`src/rtl/r5fp_sqrt_share.sv`:
```
// r5fp_sqrt_share: shares one sequential sqrt unit between NREQ lanes, one operation in flight.
// Build option R5FP_SQRT_SHARE_FIXED_PRIO_EN selects lowest-index-wins instead of round-robin.
module r5fp_sqrt_share #(
  parameter int EXP_W = 8,
  parameter int SIG_W = 23,
  parameter int NREQ  = 4,
  parameter int ID_W  = $clog2(NREQ)
) (
  input  logic                                clk,
  input  logic                                reset,
  input  logic [NREQ-1:0]                     req_valid,
  output logic [NREQ-1:0]                     req_ready,
  input  logic [NREQ*(EXP_W+SIG_W+1)-1:0]     req_a,
  input  logic [NREQ*3-1:0]                   req_rnd,
  output logic                                resp_valid,
  input  logic                                resp_ready,
  output logic [ID_W-1:0]                     resp_id,
  output logic [EXP_W+SIG_W:0]                resp_z,
  output logic [7:0]                          resp_status,
  output logic [EXP_W+SIG_W:0]                sq_a,
  output logic [2:0]                          sq_rnd,
  output logic                                sq_strobe,
  input  logic                                sq_ready,
  input  logic                                sq_complete,
  input  logic [EXP_W+SIG_W:0]                sq_z,
  input  logic [7:0]                          sq_status
);

  localparam int W = EXP_W + SIG_W + 1;

  typedef enum logic [1:0] {
    ST_IDLE,
    ST_ISSUE,
    ST_WAIT,
    ST_RESP
  } state_t;

  state_t          state_q, state_d;
  logic [W-1:0]    sq_a_q, sq_a_d;
  logic [2:0]      sq_rnd_q, sq_rnd_d;
  logic [ID_W-1:0] id_q, id_d;
  logic [W-1:0]    resp_z_q, resp_z_d;
  logic [7:0]      resp_status_q, resp_status_d;

  logic            grant_vld;
  logic [ID_W-1:0] grant_idx;
  logic [NREQ-1:0] grant_oh;
  logic [W-1:0]    a_sel;
  logic [2:0]      rnd_sel;

`ifndef R5FP_SQRT_SHARE_FIXED_PRIO_EN
  logic [ID_W-1:0] rr_ptr_q, rr_ptr_d;
`endif

  // Winner search: first valid requester at or after the scan start, wrapping.
  always_comb begin
    logic [ID_W-1:0] cand;
    grant_vld = 1'b0;
    grant_idx = '0;
    cand      = '0;
    for (int k = 0; k < NREQ; k++) begin
`ifdef R5FP_SQRT_SHARE_FIXED_PRIO_EN
      cand = ID_W'(k);
`else
      cand = ID_W'((int'(rr_ptr_q) + k) % NREQ);
`endif
      if (!grant_vld && req_valid[cand]) begin
        grant_vld = 1'b1;
        grant_idx = cand;
      end
    end
  end

  always_comb begin
    grant_oh = '0;
    a_sel    = '0;
    rnd_sel  = '0;
    for (int i = 0; i < NREQ; i++) begin
      if (grant_idx == ID_W'(i)) begin
        grant_oh[i] = grant_vld;
        a_sel       = req_a[i*W +: W];
        rnd_sel     = req_rnd[i*3 +: 3];
      end
    end
  end

  always_comb begin
    state_d       = state_q;
    sq_a_d        = sq_a_q;
    sq_rnd_d      = sq_rnd_q;
    id_d          = id_q;
    resp_z_d      = resp_z_q;
    resp_status_d = resp_status_q;
`ifndef R5FP_SQRT_SHARE_FIXED_PRIO_EN
    rr_ptr_d      = rr_ptr_q;
`endif
    req_ready     = '0;

    case (state_q)
      ST_IDLE: begin
        if (sq_ready && grant_vld) begin
          req_ready = grant_oh;
          sq_a_d    = a_sel;
          sq_rnd_d  = rnd_sel;
          id_d      = grant_idx;
`ifndef R5FP_SQRT_SHARE_FIXED_PRIO_EN
          rr_ptr_d  = (grant_idx == ID_W'(NREQ - 1)) ? '0 : grant_idx + ID_W'(1);
`endif
          state_d   = ST_ISSUE;
        end
      end
      ST_ISSUE: begin
        state_d = ST_WAIT;
      end
      ST_WAIT: begin
        // Completions outside WAIT are stale or spurious and are dropped.
        if (sq_complete) begin
          resp_z_d      = sq_z;
          resp_status_d = sq_status;
          state_d       = ST_RESP;
        end
      end
      ST_RESP: begin
        if (resp_ready) begin
          state_d = ST_IDLE;
        end
      end
      default: begin
        state_d = ST_IDLE;
      end
    endcase
  end

  always_ff @(posedge clk) begin
    if (reset) begin
      state_q       <= ST_IDLE;
      sq_a_q        <= '0;
      sq_rnd_q      <= '0;
      id_q          <= '0;
      resp_z_q      <= '0;
      resp_status_q <= '0;
`ifndef R5FP_SQRT_SHARE_FIXED_PRIO_EN
      rr_ptr_q      <= '0;
`endif
    end else begin
      state_q       <= state_d;
      sq_a_q        <= sq_a_d;
      sq_rnd_q      <= sq_rnd_d;
      id_q          <= id_d;
      resp_z_q      <= resp_z_d;
      resp_status_q <= resp_status_d;
`ifndef R5FP_SQRT_SHARE_FIXED_PRIO_EN
      rr_ptr_q      <= rr_ptr_d;
`endif
    end
  end

  assign sq_strobe   = (state_q == ST_ISSUE);
  assign resp_valid  = (state_q == ST_RESP);
  assign sq_a        = sq_a_q;
  assign sq_rnd      = sq_rnd_q;
  assign resp_id     = id_q;
  assign resp_z      = resp_z_q;
  assign resp_status = resp_status_q;

endmodule

```
`config.mk`:
```
export PLATFORM = sky130hd
export DESIGN_NAME = r5fp_sqrt_share
export DESIGN_NICKNAME = d
export VERILOG_FILES = /design/src/rtl/r5fp_sqrt_share.sv
export SDC_FILE = /design/constraint.sdc
export NUM_CORES = 1
export LEC_CHECK = 0
export ABC_AREA = 0
export CAP_MARGIN = 10
export CORE_ASPECT_RATIO = 1.25
export CORE_MARGIN = 3
export CORE_UTILIZATION = 41
export CTS_CLUSTER_DIAMETER = 120
export DETAILED_ROUTE_END_ITERATION = 10
export GPL_TIMING_DRIVEN = 0
export PLACE_DENSITY = 0.84
export SYNTH_ARGS = -nofsm -noshare
export SYNTH_HDL_FRONTEND = slang
export SYNTH_SLANG_ARGS = --single-unit
export TNS_END_PERCENT = 50
```
`constraint.sdc`:
```
create_clock -name clk -period 5.6 [get_ports clk]
set_input_delay 0.56 -clock clk [delete_from_list [all_inputs] [get_ports clk]]
set_output_delay 0.56 -clock clk [all_outputs]
set_load 0.02 [all_outputs]
```
==> flow_metrics.py <==
metrics = {
    "sta": {
        "hold_violations": 0,
        "setup_ws_ns": 1.39,
        "max_freq_ghz": 0.237,
        "fin_crit_ns": 4.21,
        "fin_skew_ns": 0.00412,
        "period_share_pct": 75.2,
        "slew_headroom_pct": 54.4,
        "rsz0062_at_grt": "false",
        "worst_pin_slew_ns": 0.683,
        "setup-violations-final": 0,
        "slew_viol_final": 0,
        "setup_tns_ns": 0,
    },
    "yosys": {
        "yosysSeqAreaShare_pct": 35.4,
        "synth.cell_area_um2": 4590,
        "synth_area_per_cell_um2": 7.80,
        "synth_edf_count": 0,
        "synth_cells": 588,
        "synth_nets": 785,
        "ys_seq_elements": 81,
        "synth_cell_type_count": 34,
        "synth-main-ff-cell": "dfxtp_1",
        "synth_top_area_share_pct": 35.4,
        "ys_top_cells_by_count": "nand2_1, a21oi_1, dfxtp_1, inv_1, nor2_1",
        "synth.area.top_cells": "dfxtp_1, a21oi_1, a221oi_2",
        "ys_warn_count": 0,
        "yosysMostFrequentCell": "nand2_1",
        "synthArstFlopShare_pct": 0,
        "synth_area_leader_cell": "dfxtp_1",
    },
    "detailed_routing": {
        "antenna_left": 0,
        "viasPerCell": 5.27,
        "drt-initial-drc-count": 187,
        "vias": 5303,
        "route.detailed.drc": 0,
        "wire_per_inst_um": 18.0,
        "wl_mm": 18.2,
        "firstDrtPassIters": 5,
    },
    "floorplan": {
        "die_w_um": 101,
        "pin_count": 272,
        "die_height_um": 124,
        "rows": 42,
        "start_util_pct": 42.6,
        "core-area_um2": 10800,
        "die_area_um2": 12500,
    },
    "critical_path": {
        "crit_fanout": 10,
        "crit_top_cell": "clkdlybuf4s50_1",
        "slowest_stage": "clkdlybuf4s50_1",
        "critPathKind": "in2out",
        "crit_family": "buffers and inverters",
        "critPathMaxStageDelay_ns": 0.66,
        "cp.required_ns": 5.04,
        "arrival_ns": 3.65,
        "crit_buf_inv": 5,
        "critPathCaptureType": "output port",
        "crit_path_cell_trace": "clkdlybuf4s50_1 > inv_1 > o32ai_1 > or3_2 > ha_1 > buf_2 > clkbuf_1 > and2_1 > clkdlybuf4s50_1",
        "r2r_start": "rr_ptr_q[0]",
        "start_kind": "input port",
        "cp-startpoint": "req_valid[2]",
    },
    "worst_hold_path": {
        "hp-class": "reg2reg",
        "holdCritStartpoint": "resp_z[5]",
    },
    "place": {
        "dp_hpwl_mm": 14.4,
        "gp_congestion": 0.939,
        "dp_cells": 991,
        "preCtsSetupSlack_ns": 1.39,
        "io_buffers": 271,
    },
    "final_layout": {
        "syn2layout_area_growth_pct": 69.2,
        "drive_gt1_share_pct": 11.3,
        "utilization_pct": 72.0,
        "stdcell_count": 1007,
        "nNetsFinal": 1067,
        "fillers": 847,
        "diodes": 0,
    },
    "cts": {
        "postCtsSetupBuffers": 0,
        "clock_latency_ns": 0.34,
        "tritoncts": "built",
        "clock-sinks": 81,
        "h-tree-depth": 3,
        "cts_buffers": 9,
        "cts_root_buffer": "clkbuf_16",
        "post_cts_resized": 0,
        "cts_hold_buf": 0,
        "cts.clk_slew.worst_paths_ns": 0.06,
        "cts_buffer_depth": 2,
    },
    "global_route": {
        "grt_start_max_net_pins": 15,
        "grt-ovfl-total": 0,
        "grt_pass1_vias": 5670,
        "track_usage_pct": 28.6,
        "grt_pass1_wl_mm": 28.7,
        "antenna_found_initial": 0,
    },
    "power_and_ir_drop": {
        "p_leak_nw": 2.89,
        "vdd_drop_max_v": 0.000219,
        "power.density_nw_per_um2": 394,
    },
    "run_status": {
        "status": "complete, no violations",
    },
    "flow_run": {
        "max-cap-violations": 0,
    },
}
==> metal layers <==
metal  track usage (%)  share of wire, %  vias up
met5                 0                 0        -
met4              12.8               3.6        0
met3              10.9                11       47
met2              49.7                49      280
met1              29.9                35     2408
li1                  -                 -     2568
==> worst paths after layout <==
check	endpoint	slack (ns)	cells after the start
worst max-delay path	req_ready[0]	1.39	9
worst min-delay path	resp_z[5]	0.45	2
worst max register to register	sq_a[27]	2.71	11
worst min register to register	resp_z[5]	0.45	2
==> registers in the layout, summed over array words and instances (netlist names) <==
name / count
sq_a: 32
sq_rnd: 3
resp_status: 8
resp_id: 2
rr_ptr_q: 2
resp_z: 32
state_q: 2
==> layout make-up <==
| class | instances | area [um2] | area share [%] |
|---|---|---|---|
| multi-input combinational | 412 | 2520 | 32.5 |
| timing repair buffer | 271 | 2710 | 35.0 |
| clock inverter | 6 | 67.6 | 0.871 |
| clock buffer | 10 | 229 | 2.95 |
| inverter | 40 | 150 | 1.93 |
| tap | 132 | 165 | 2.13 |
| sequential | 81 | 1620 | 20.9 |
| buffer | 55 | 294 | 3.79 |
==> layout by cell type (no fill, tap or decap), types with 7 or more instances in the layout <==
cell type / instances
a221oi_2: 34
dfxtp_1: 81
buf_1: 7
clkbuf_1: 38
inv_1: 40
o21ai_0: 35
clkbuf_16: 9
ha_1: 8
nor3_2: 34
nand2_1: 120
clkdlybuf4s50_1: 271
a21oi_1: 113
nor2_1: 39
==> cells by family (layout without fill, tap and decap cells) <==
kind of cell             Yosys count  after routing  synth area share (%)
AND/OR/NAND/NOR                  210            210                  23.0
AO/OA/AOI/OAI                    192            192                  29.3
buffers and inverters             95            382                  9.69
flip-flops                        81             81                  35.4
adder cells (fa/ha/maj)            8              8                  2.18
multiplexers                       2              2                 0.437
==> report_power, final <==
part	switching, W	internal, W	leakage [nW]
Sequential	0.0000823	0.000713	0.662
Combinational	0.000956	0.000719	2.09
Clock	0.000242	0.000347	0.139
==> metrics by stage <==
stage	total power (W)	cell area [um2]	hold slack, ns
after floorplan	0.00181	4590	0.508
after global placement	0.00243	7460	0.441
after detailed placement	0.00248	7460	0.449
after CTS	0.00308	7760	0.455
after global routing	0.00326	7760	0.471
final	0.00306	7760	0.452
==> worst reg2reg max path, cell delays in order (launching register included) <==
cell and delay [ns]:
dfxtp_1 0.32, inv_1 0.10, a2bb2oi_1 0.20, o32ai_1 0.17, or3_2 0.52, ha_1 0.21, buf_2 0.19, clkbuf_1 0.31
a21oi_1 0.23, o21ai_0 0.16, a221oi_2 0.29, nor3_2 0.07
No activity file was read; power rests on OpenSTA's default activity.
